==> src/rtl/sha256_arbiter.sv <==
// Round-robin arbiter sharing one sha256_processor between two byte-stream requesters.
// Whole messages are granted; the grant is held until the digest or a timeout error is returned.
module sha256_arbiter #(
  parameter int TIMEOUT_CYCLES = 4096
) (
  input  logic         clk,
  input  logic         rst,
  input  logic         req0_valid_i,
  input  logic [7:0]   req0_data_i,
  input  logic         req0_last_i,
  output logic         req0_ready_o,
  input  logic         req1_valid_i,
  input  logic [7:0]   req1_data_i,
  input  logic         req1_last_i,
  output logic         req1_ready_o,
  output logic         rsp0_valid_o,
  output logic         rsp1_valid_o,
  output logic [255:0] rsp_hash_o,
  output logic         rsp_err_o,
  output logic         proc_start_o,
  output logic         proc_data_valid_o,
  output logic         proc_data_last_o,
  output logic [7:0]   proc_data_in_o,
  input  logic [255:0] proc_hash_out_i,
  input  logic         proc_done_i,
  output logic         busy_o,
  output logic         grant_id_o
);

  localparam logic [15:0] TO_LAST = 16'(TIMEOUT_CYCLES - 1);

  typedef enum logic [1:0] {S_IDLE, S_STREAM, S_WAIT, S_RESP} state_t;

  state_t         state_q, state_d;
  logic           grant_q, grant_d;
  logic [15:0]    cnt_q, cnt_d;
  logic [7:0]     pdata_q, pdata_d;
  logic           pvalid_q, pvalid_d;
  logic           plast_q, plast_d;
  logic [255:0]   hash_q, hash_d;
  logic           err_q, err_d;

  logic [1:0]      req_valid, req_last, ready, rsp_valid;
  logic [1:0][7:0] req_data;
  logic            hs;

  assign req_valid = {req1_valid_i, req0_valid_i};
  assign req_last  = {req1_last_i, req0_last_i};
  assign req_data  = {req1_data_i, req0_data_i};

  // Per-requester ready/response decode; only the granted requester ever sees either.
  for (genvar g = 0; g < 2; g++) begin : g_req
    assign ready[g]     = (state_q == S_STREAM) && (grant_q == 1'(g));
    assign rsp_valid[g] = (state_q == S_RESP)   && (grant_q == 1'(g));
  end

  assign hs = |(ready & req_valid);

  always_comb begin
    state_d  = state_q;
    grant_d  = grant_q;
    cnt_d    = cnt_q;
    pdata_d  = pdata_q;
    pvalid_d = 1'b0;
    plast_d  = 1'b0;
    hash_d   = hash_q;
    err_d    = err_q;
    case (state_q)
      S_IDLE: begin
        // On a tie the requester not granted last wins.
        if (req_valid == 2'b11) begin
          grant_d = ~grant_q;
          state_d = S_STREAM;
        end else if (req_valid[0]) begin
          grant_d = 1'b0;
          state_d = S_STREAM;
        end else if (req_valid[1]) begin
          grant_d = 1'b1;
          state_d = S_STREAM;
        end
      end
      S_STREAM: begin
        if (hs) begin
          pdata_d  = req_data[grant_q];
          pvalid_d = 1'b1;
          if (req_last[grant_q]) begin
            plast_d = 1'b1;
            cnt_d   = '0;
            state_d = S_WAIT;
          end
        end
      end
      S_WAIT: begin
        cnt_d = cnt_q + 16'd1;
        // A done arriving on the final timeout cycle still delivers the digest.
        if (proc_done_i) begin
          hash_d  = proc_hash_out_i;
          err_d   = 1'b0;
          state_d = S_RESP;
        end else if (cnt_q == TO_LAST) begin
          hash_d  = '0;
          err_d   = 1'b1;
          state_d = S_RESP;
        end
      end
      S_RESP: state_d = S_IDLE;
      default: state_d = S_IDLE;
    endcase
  end

  always_ff @(posedge clk) begin
    if (rst) begin
      state_q  <= S_IDLE;
      grant_q  <= 1'b1;
      cnt_q    <= '0;
      pdata_q  <= '0;
      pvalid_q <= 1'b0;
      plast_q  <= 1'b0;
      hash_q   <= '0;
      err_q    <= 1'b0;
    end else begin
      state_q  <= state_d;
      grant_q  <= grant_d;
      cnt_q    <= cnt_d;
      pdata_q  <= pdata_d;
      pvalid_q <= pvalid_d;
      plast_q  <= plast_d;
      hash_q   <= hash_d;
      err_q    <= err_d;
    end
  end

  assign req0_ready_o      = ready[0];
  assign req1_ready_o      = ready[1];
  assign rsp0_valid_o      = rsp_valid[0];
  assign rsp1_valid_o      = rsp_valid[1];
  assign rsp_hash_o        = hash_q;
  assign rsp_err_o         = err_q;
  assign proc_data_in_o    = pdata_q;
  assign proc_data_valid_o = pvalid_q;
  assign proc_data_last_o  = plast_q;
  assign proc_start_o      = plast_q;
  assign busy_o            = (state_q != S_IDLE);
  assign grant_id_o        = grant_q;

endmodule
==> config.mk <==
export PLATFORM = sky130hd
export DESIGN_NAME = sha256_arbiter
export DESIGN_NICKNAME = d
export VERILOG_FILES = /design/src/rtl/sha256_arbiter.sv
export SDC_FILE = /design/constraint.sdc
export NUM_CORES = 1
export LEC_CHECK = 0
export CAP_MARGIN = 0
export CORE_AREA = 2 2 217 219
export DETAILED_ROUTE_END_ITERATION = 10
export DIE_AREA = 0 0 219 221
export SYNTH_ARGS = -nofsm -noshare
export SYNTH_HDL_FRONTEND = slang
export SYNTH_SLANG_ARGS = --single-unit
==> constraint.sdc <==
create_clock -name clk -period 2.45 [get_ports clk]
set_input_delay 0.3675 -clock clk [delete_from_list [all_inputs] [get_ports clk]]
set_output_delay 0.3675 -clock clk [all_outputs]
set_load 0.02 [all_outputs]
# Yosys cells after proc, flatten, opt, wreduce, memory -nomap -nowiden
# Index checks and enable logic that the tools add are counted.
# word_totals
output_inout_bits	274
regBits	286
in_bits	279
elab_cells	64
# classes
n_lt_le_gt_ge	1
n_mux	24
bitwise	4
n_addsub	1
eq_ne	9
reduce_logical	17
# op_table
operator	n
$mux W256	2
$mux W16	2
$pmux W16 S2	1
$add A16 B1 Y16 const B	1
$eq A16 B12 Y1 const B	1
$mux W8	2
$mux W2	7
$mux W1	9
$pmux W2 S4	1
$eq A2 B2 Y1 const B	3
$reduce_and A2 Y1	3
$reduce_bool A2 Y1	3
$logic_and A1 B1 Y1	4
$ne A4 B4 Y1 const B	1
$reduce_and A4 Y1	1
$reduce_or A2 Y1	2
$ne A3 B3 Y1 const B	1
$not A1 Y1	3
$reduce_and A3 Y1	1
$reduce_bool A3 Y1	1
$reduce_or A3 Y1	1
$and A2 B2 Y2	1
$eq A2 B1 Y1 const B	1
$logic_not A2 Y1	1
other kinds (3)	3

# Longest topological paths before layout
# logic_depth
ltp_word	6
mapped_depth	9
ltp_nobuf	6

# Worst setup path before layout
# OpenSTA, ideal clock, no wires.
# synth_timing
path_type	register to register
from	reg state_q[0]
to	reg hash_q[133] (netlist: rsp_hash_o[133])
period_less_slack_ns	1.952
path_slack_ns	0.498
path_buffers	3
setup_ns	0.060
stages_incl_launch_ff	9
required_time_ns	2.390
arrival_ns	1.892
cell_sequence	dfxtp_1 -> inv_1 -> ha_1 -> clkbuf_1 -> inv_1 -> nor3_1 -> clkbuf_1 -> clkbuf_1 -> a22o_1
# synth_between
elab_chain_len	2
# synth_lines
item	line_no	text
start, declared	34	state_t state_q, state_d;
start signal, assigned	122	state_q <= state_d;
$eq A2 B2 Y1	68	case (state_q)
$reduce_and A2 Y1 (no source line)	--	
end signal, assigned	128	hash_q <= hash_d;
end, declared	40	logic [255:0] hash_q, hash_d;
# No other way between the ends.
# A chain may end at the register's enable or synchronous reset.

# Worst setup path after layout
# layout_timing
from	reg state_q[1]
to	out rsp1_valid_o
# layout_between
elab_chain_len	2
# layout_lines
item	line_no	text
$eq A2 B2 Y1	54	assign rsp_valid[g] = (state_q == S_RESP) && (grant_q == 1'(g));
$logic_and A1 B1 Y1	54	
end, declared	17	output logic rsp1_valid_o,
# No other way between the ends.

==> impl_metrics.py <==
metrics = {
    "global_routing": {
        "grt_max_degree": 109,
        "grt_pass1_vias": 8447,
        "antenna_found_initial": 8,
        "gr-usage-all-layers_pct": 13.3,
        "grt_first_pass_wirelength_mm": 50.4,
        "grt-ovfl-total": 0,
    },
    "timing": {
        "min_period_ns": 2.34,
        "final-setup-viol-count": 0,
        "clock.fmax_mhz": 428,
        "fin_skew_ns": 0.0124,
        "hold_slack_ns": 0.375,
        "worst_slack_ns": 0.113,
        "maxSlewHeadroom_pct": 61.8,
        "finalSetupTns_ns": 0,
        "slew_violations": 0,
        "period_share_pct": 95.4,
        "tightest_slew_ns": 0.574,
        "grt_setup_unrepaired": "false",
        "timing.final.hold_violations": 0,
    },
    "logic_synthesis": {
        "synth-edff-count": 0,
        "synth_top_area_share_pct": 61.1,
        "ys_ff_latch": 286,
        "yosysSeqAreaShare_pct": 61.1,
        "synth_most_common_cell": "dfxtp_1",
        "synth_common_cells": "286 x dfxtp_1, 256 x a22o_1, 26 x buf_6",
        "synthTopCellsByArea": "dfxtp_1 61%, a22o_1 24%, buf_6 3.1%",
        "synth_warnings": 0,
        "synth_top_area_cell": "dfxtp_1",
        "synth_fp_nets": 1034,
        "ys_types": 38,
        "async_reset_ff_share_pct": 0,
        "avgSynthCellArea_um2": 12.5,
        "postSynthCellCount": 749,
        "synthFlopType": "dfxtp_1",
        "synth_area_um2": 9370,
    },
    "setup_path": {
        "crit_family": "buffers and inverters",
        "r2r_start": "cnt_q[0]",
        "startpoint_type": "flip-flop",
        "crit_type": "reg2out",
        "rrSetupSlack_ns": 0.18,
        "cp_slowest_cell": "clkdlybuf4s50_1",
        "crit_chain": "ha_1 > and2_1 > clkdlybuf4s50_1",
        "reg2reg_depth": 7,
        "worst-path-buf-inv": 1,
        "endpoint_kind": "output port",
        "cp.required_ns": 2.08,
        "slowest_delay_ns": 0.64,
        "critPathMaxFanout": 4,
        "cp.arrival_ns": 1.97,
        "r2r_end": "rsp_hash_o[132]",
    },
    "routing": {
        "routed_wl_mm": 34.4,
        "initialDrtViolationCount": 237,
        "drc_errors": 0,
        "dr.pass1.iters": 4,
        "viasPerCell": 4.33,
        "wl_per_cell_um": 17.9,
        "antenna_left": 0,
        "num_vias": 8313,
    },
    "die": {
        "dieArea_um2": 48400,
        "num_rows": 79,
        "io_pins": 553,
        "die_h_um": 221,
        "die_w_um": 219,
        "coreArea_um2": 46100,
        "start_util_pct": 20.3,
    },
    "layout": {
        "fillers": 4535,
        "final_core_util_pct": 35.8,
        "drive_gt1_share_pct": 6.24,
        "stdcell_count": 1922,
        "area_delta_synth_final_pct": 75.8,
        "area.sequential_um2": 5730,
        "nets": 1575,
        "multiInputGateArea_um2": 3150,
    },
    "worst_hold_path": {
        "min_path_cells": 2,
        "holdCritStartpoint": "proc_hash_out_i[252]",
        "worstHoldPathType": "in2reg",
        "min_to": "rsp_hash_o[252]",
    },
    "pwr": {
        "clkPwrFrac_pct": 34.9,
        "leakage_nw": 6.17,
        "power.share.switching_pct": 28.1,
        "pwr-share-comb_pct": 24.1,
        "max-vdd-ir-drop_mv": 0.453,
        "powerDensity_nw_per_um2": 805,
        "internal_power_mw": 9.53,
        "p_seq_share_pct": 41.0,
        "switching_power_mw": 3.73,
    },
    "clocking": {
        "numCtsBuffers": 31,
        "clk_latency_ns": 0.58,
        "post_cts_buffers": 0,
        "cts_sinks": 286,
        "cts.htree.levels": 1,
        "cts-root-buf": "clkbuf_16",
        "clkTransAtPathRegs_ns": 0.06,
        "cts.path.max_buffers": 3,
        "ctsHoldBuffers": 0,
        "cts_tree": "done",
    },
    "placed_design": {
        "place_inst": 1864,
        "place_ws_ns": 0.193,
        "place.gp.congestion": 0.754,
        "dp_hpwl_mm": 26.4,
        "portBuffers": 552,
    },
    "outcome": {
        "outcome": "completed",
    },
    "job": {
        "drv_cap": 0,
    },
}
power by group through the flow:
stage                     logic, mW  registers (mW)  clock network, mW
final                          3.19            5.44               4.63
after global routing           3.39            5.50               4.96
after CTS                      3.23            5.44               4.80
after detailed placement       3.22            5.53                  0
after global placement         3.21            5.52                  0
after floorplan               0.950            6.07                  0
flip-flops by register name (all words and copies together), names as in the netlist:
register	count
rsp_hash_o	256
cnt_q	16
proc_data_in_o	8
state_q	2
grant_id_o	1
proc_data_last_o	1
proc_data_valid_o	1
rsp_err_o	1
cell families after synthesis:
kind of cell	count (synthesis)	synth area share, %
flops	286	61.1
fa+ha+maj	6	0.801
mux	11	1.18
xor+xnor	1	0.0935
simple gates	65	3.86
compound gates	305	27.5
buf+inv	75	5.43
layout make-up:
cell class,instances,share of cell area [%]
tap,607,4.61
antenna,1,0.0152
sequential,286,34.8
inverter,6,0.137
multi-input combinational,388,19.1
clock inverter,10,0.631
clock buffer,47,5.50
timing repair buffer,577,35.2
layout by cell type, fill, tap and decap left out, types with 3 or more instances in the layout:
cell / count
clkbuf_16: 31
nand2_1: 10
ha_1: 5
dfxtp_1: 286
inv_1: 6
o21ai_0: 6
or4_1: 8
clkdlybuf4s50_1: 549
mux2i_1: 11
buf_4: 18
and3_1: 4
clkbuf_1: 9
nor2_1: 12
a21oi_1: 16
a211oi_1: 10
clkbuf_8: 7
nand4_1: 3
nand3_1: 6
o31ai_1: 7
clkinv_2: 7
nor2b_1: 5
a22o_1: 256
buf_12: 7
or3_1: 7
layer usage:
| metal | vias to the layer above | share of wire [%] | GRT usage [%] |
|---|---|---|---|
| met1 | 3882 | 37 | 14.1 |
| li1 | 3964 | - | - |
| met3 | 59 | 12 | 5.81 |
| met4 | 14 | 2.3 | 3.73 |
| met2 | 394 | 48 | 23.6 |
| met5 | - | 0.28 | 0 |
worst reg2reg max path, delay by kind of cell, from the launching register on:
family / cells / cell delay (ns)
AND/OR/NAND/NOR: 1 / 0.16
buffers and inverters: 2 / 0.49
AO/OA/AOI/OAI: 3 / 0.90
flip-flops: 1 / 0.39
adder cells (fa/ha/maj): 1 / 0.23
how the worst max path moves through the flow:
stage	cells after the start	from	slack, ns	end
6_report	3	state_q[1]	0.11	rsp1_valid_o
5_1_grt	7	cnt_q[0]	0.05	rsp_hash_o[125]
4_1_cts	4	state_q[1]	0.04	busy_o
3_5_place_dp	7	cnt_q[0]	0.19	rsp_hash_o[125]
3_3_place_gp	5	req1_valid_i	0.20	cnt_q[9]
2_1_floorplan	8	state_q[0]	0.50	rsp_hash_o[133]
through the flow:
| stage | total power [mW] | cell area, µm² |
|---|---|---|
| final | 13.3 | 16500 |
| after global routing | 13.8 | 16500 |
| after CTS | 13.5 | 16500 |
| after detailed placement | 8.75 | 15500 |
| after global placement | 8.73 | 15500 |
| after floorplan | 7.02 | 9370 |
repair_timing:
item,CTS,global route
gates resized for setup,3,1
pin swaps,0,0
endpoints found under the setup margin,2,1
Note: power is estimated with default switching activity, not from simulation.
==> patch 1 (same flow settings) <==
Encoding of `state_t`: now one-hot (4 bits for 4 states).
--- a/src/rtl/sha256_arbiter.sv
+++ b/src/rtl/sha256_arbiter.sv
@@ -30,5 +30,5 @@
   localparam logic [15:0] TO_LAST = 16'(TIMEOUT_CYCLES - 1);
 
-  typedef enum logic [1:0] {S_IDLE, S_STREAM, S_WAIT, S_RESP} state_t;
+  typedef enum logic [3:0] {S_IDLE = 4'b0001, S_STREAM = 4'b0010, S_WAIT = 4'b0100, S_RESP = 4'b1000} state_t;
 
   state_t         state_q, state_d;
Function: no difference found for any inputs over 4 cycles, from zero or initial values and one cycle with rst high; so few cycles prove little.
==> patch 1 against the original RTL <==
Worst setup slack better by 0.032 ns; total power shrank 18%; wire length rose by 52%; area after synthesis rose by 46%; sequential cell count increased by 2; final area grew 26%; cell count grew 41%; critical endpoint is now busy_o; global-route usage increased by 7.2 points; sequential share of layout area shrank 6.9 points.
==> patch 1: results (changes against the original RTL) <==
- The number of detailed-route iterations in the first pass was 5 (+1).
- The worst ir drop on vdd came to 0.000396 V (-13%).
- The depth of the worst register-to-register path is 5 (-2).
- The post-placement cell count is 2638 (+42%).
- The final-layout worst hold slack is 0.147 ns (-0.229 ns).
- The clock buffer count from CTS is 36 (+16%).
- The endpoint arrival time on the critical path is 1.94 ns (-0.03 ns).
- The peak clock frequency supported by timing was 0.434 GHz (+1.4%).
- The H-tree depth is 2 (+1).
- The stage delay of the slowest cell on the critical path is 0.55 ns (-0.09 ns).
- The largest net degree at the start of global routing is 142 (+30%).
- The worst flop-to-flop path startpoint is cnt_q[12]$_SDFFE_PP0P_.
- The path with the worst hold slack has its endpoint at state_q[1]$_SDFFE_PP0P_.
- The endpoint of the worst-slack reg-to-reg timing path is rsp_hash_o[112]$_SDFFE_PP0P_.
- The adder and majority gate portion of the synthesized area is 0.000913 (-0.00710).
- The per-cell via count in the routed design is 5.25 (+21%).
- The post-route non-filler standard cell count is 2704 (+41%).
- The run finished with clean final reports.
- The initial DRC count is 1111 (+370%).
- The post-place setup slack was 0.276 ns (+0.0831 ns).
- The mean area per synthesized cell is 8.37 um2 (-33%).
- The clock latency on the worst-skew pair came to 0.53 ns (-0.05 ns).
- Following the worst setup path forward leads to its endpoint at busy_o.
- The instance area after placement was 19500 um2 (+26%).
- The proportion of layout cells with a drive suffix above 1 was 0.0458 (-0.0166).
- The multiplexer share of the synthesized area was 0.00749 (-0.00426).
- The leakage power came to 6.70 nW (+8.6%).
- The net count after synthesis is 1917 (+85%).
- The reg2reg setup slack is 0.16 ns (-0.02 ns).
- The hold path startpoint is rst.
- The count of nets after finishing came to 2349 (+49%).
- The total of cells resized after clock tree synthesis is 5 (+2).
- The maximum fanout along the worst path came to 5 (+1).
- In the post-synthesis netlist, the biggest area contributors are sky130_fd_sc_hd__dfxtp_1 42%, sky130_fd_sc_hd__a22oi_1 14%, sky130_fd_sc_hd__nor2b_1 12%.
## patch 1: changes by cell type in the layout (fill, tap and decap cells not counted), moves of 7 or more
cell                      before  now
sky130_fd_sc_hd__a22oi_1       0  256
sky130_fd_sc_hd__buf_4        18   11
sky130_fd_sc_hd__o21ai_0       6   41
sky130_fd_sc_hd__buf_12        7   19
sky130_fd_sc_hd__o21ai_1       0  220
sky130_fd_sc_hd__nor2b_1       5  258
sky130_fd_sc_hd__nand4_1       3   10
sky130_fd_sc_hd__nor2_1       12   19
sky130_fd_sc_hd__a21oi_1      16  264
sky130_fd_sc_hd__a22o_1      256    2
sky130_fd_sc_hd__o31ai_1       7    0
## patch 1: area by class of cell
cell class	count	area [um2]
Sequential cell	288	5770
Timing Repair Buffer	582	6000
Multi-Input combinational cell	1160	7030
Fill cell	4580	25400
Antenna cell	2	5.00
Clock inverter	8	92.6
Clock buffer	56	1060
Tap cell	607	759
Inverter	1	3.75
## patch 1: per-layer routing
metal,up-vias,global-route usage,part of all wire
met5,-,0,0.00079
met4,6,0.0802,0.035
met3,104,0.0613,0.081
met2,482,0.327,0.46
met1,6754,0.257,0.42
li1,6842,-,-
## patch 1: cell families (layout without fill, tap and decap cells)
group                    count (synthesis)  in the layout
AO/OA/AOI/OAI                          814            814
AND/OR/NAND/NOR                        334            334
flip-flops                             288            288
buffers and inverters                  189            647
multiplexers                            10             10
adder cells (fa/ha/maj)                  1              1
XOR/XNOR                                 1              1
other                                    0              2
## patch 1: power by group
| part | switching [W] | leakage [nW] | internal (W) | total [W] |
|---|---|---|---|---|
| sequential | 0.0000250 | 2.32 | 0.00471 | 0.00473 |
| combinational | 0.000317 | 3.82 | 0.000489 | 0.000806 |
| clock | 0.00210 | 0.562 | 0.00317 | 0.00527 |
==> patch 2 (same flow settings) <==
Without the edit above. The parameter `TIMEOUT_CYCLES` goes from 4096 to 3072.
--- a/src/rtl/sha256_arbiter.sv
+++ b/src/rtl/sha256_arbiter.sv
@@ -2,5 +2,5 @@
 // Whole messages are granted; the grant is held until the digest or a timeout error is returned.
 module sha256_arbiter #(
-  parameter int TIMEOUT_CYCLES = 4096
+  parameter int TIMEOUT_CYCLES = 3072
 ) (
   input  logic         clk,
Check against the original RTL: same outputs for any inputs over 4 cycles, from zero or initial values and one cycle with rst high; that may be too few to reach the edited logic, so the function may still have changed.
==> patch 2 against the original RTL <==
Total power rose by 3.9%; largest power group unchanged; wire length is 1.7% higher; sequential cell count stayed put; worst setup slack better by 0.0093 ns; area after synthesis grew 4.3%; final area rose by 2.9%; count of clock-buffer cells in the layout is 1 higher; global-route usage is 0.29 points higher.
==> patch 2: results (changes against the original RTL) <==
- The net count after synthesis is 1062 (+2.7%).
- The proportion of cell area occupied by registers is 0.338 (-0.00973).
- The hold path startpoint is proc_hash_out_i[244].
- The power density over cell area is 813 nW/um2 (+1.0%).
- The global-route usage over all layers was 0.136 (+0.00290).
- The largest net degree at the start of global routing came to 132 (+21%).
- The sequential cell area fraction in the yosys report is 0.586 (-0.0251).
- The number of detailed-route iterations in the first pass came to 5 (+1).
- The maximum fanout along the worst path is 131 (+127).
- The run finished with clean final reports.
- The count of plain and timing-repair buffers in the layout is 571 (-1.0%).
- The count of nets after finishing came to 1572 (-0.19%).
- The proportion of cell area spent on the clock network is 0.0690 (+0.00766).
- The worst ir drop on vdd came to 0.000629 V (+39%).
- The met2 capacity usage during global routing came to 0.234 (-0.00276).
- The met1 routed wirelength after detailed routing came to 13.6 mm (+5.6%).
- The area share of buffers outside the clock network was 0.342 (-0.0102).
- The depth of the worst register-to-register path is 5 (-2).
- The leakage power came to 5.90 nW (-4.3%).
- The routed wire length on met2 was 16.9 mm (+1.3%).
- For hold timing, the worst endpoint is rsp_hash_o[244]$_SDFFE_PP0P_.
- The power spent charging and discharging nets was 0.00387 W (+3.8%).
- The filler cell count is 4515 (-0.44%).
- The synthesized instance count was 777 (+3.7%).
- The worst clock skew is 0.0138 ns (+0.00142 ns).
- The area of the multi-input gates is 3460 um2 (+9.9%).
- The count of inverters other than clock inverters in the layout is 8 (+2).
- The HPWL reported at the end of detailed placement is 24.4 mm (-7.7%).
- The peak clock frequency supported by timing was 0.430 GHz (+0.40%).
- The endpoint arrival time on the critical path is 2.74 ns (+0.77 ns).
- The total of cells resized after clock tree synthesis was 2 (-1).
- The clock latency on the worst-skew pair came to 0.52 ns (-0.06 ns).
- The worst register-to-register path ends at rsp_hash_o[80]$_SDFFE_PP0P_.
- The wire length of the first global-routing pass is 52.0 mm (+3.2%).
- The clock group power was 0.00525 W (+13%).
- The transition time at the pin with the least slew margin is 0.709 ns (+0.135 ns).
- The stage delay of the slowest cell on the critical path is 0.53 ns (-0.11 ns).
- The via count of the first global-routing pass was 8918 (+5.6%).
- The met1 routing resource usage after global routing is 0.151 (+0.00978).
- The H-tree depth is 2 (+1).
- The total length of routed met3 wires is 3.39 mm (-15%).
- The global routing met3 resource utilization is 0.0489 (-0.00921).
- The number of clock buffers in the layout was 48 (+2.1%).
- The average routed wire per standard cell is 18.2 um (+1.9%).
- In the synthesized netlist, the cells that appear most often are 286 x sky130_fd_sc_hd__dfxtp_1, 256 x sky130_fd_sc_hd__a32o_1, 64 x sky130_fd_sc_hd__clkbuf_1.
- The initial DRC count came to 475 (+100%).
-- patch 2: cell types whose count changed after synthesis, moves of 3 or more --
cell / change
sky130_fd_sc_hd__a32o_1: +256
sky130_fd_sc_hd__o21ai_0: -5
sky130_fd_sc_hd__clkbuf_1: +48
sky130_fd_sc_hd__o21ai_1: +4
sky130_fd_sc_hd__a22o_1: -256
sky130_fd_sc_hd__nor2b_1: -4
sky130_fd_sc_hd__nand2_1: -5
sky130_fd_sc_hd__nor2_1: +3
sky130_fd_sc_hd__buf_2: -18
sky130_fd_sc_hd__or3_1: -4
-- patch 2: cell families (layout without fill, tap and decap cells) --
kind of cell,count (synthesis),in the layout,synth area share
compound gates,301,301,0.293
mux,12,12,0.0124
simple gates,65,65,0.0384
flops,286,286,0.586
buf+inv,106,639,0.0613
fa+ha+maj,6,6,0.00768
xor+xnor,1,1,0.000896
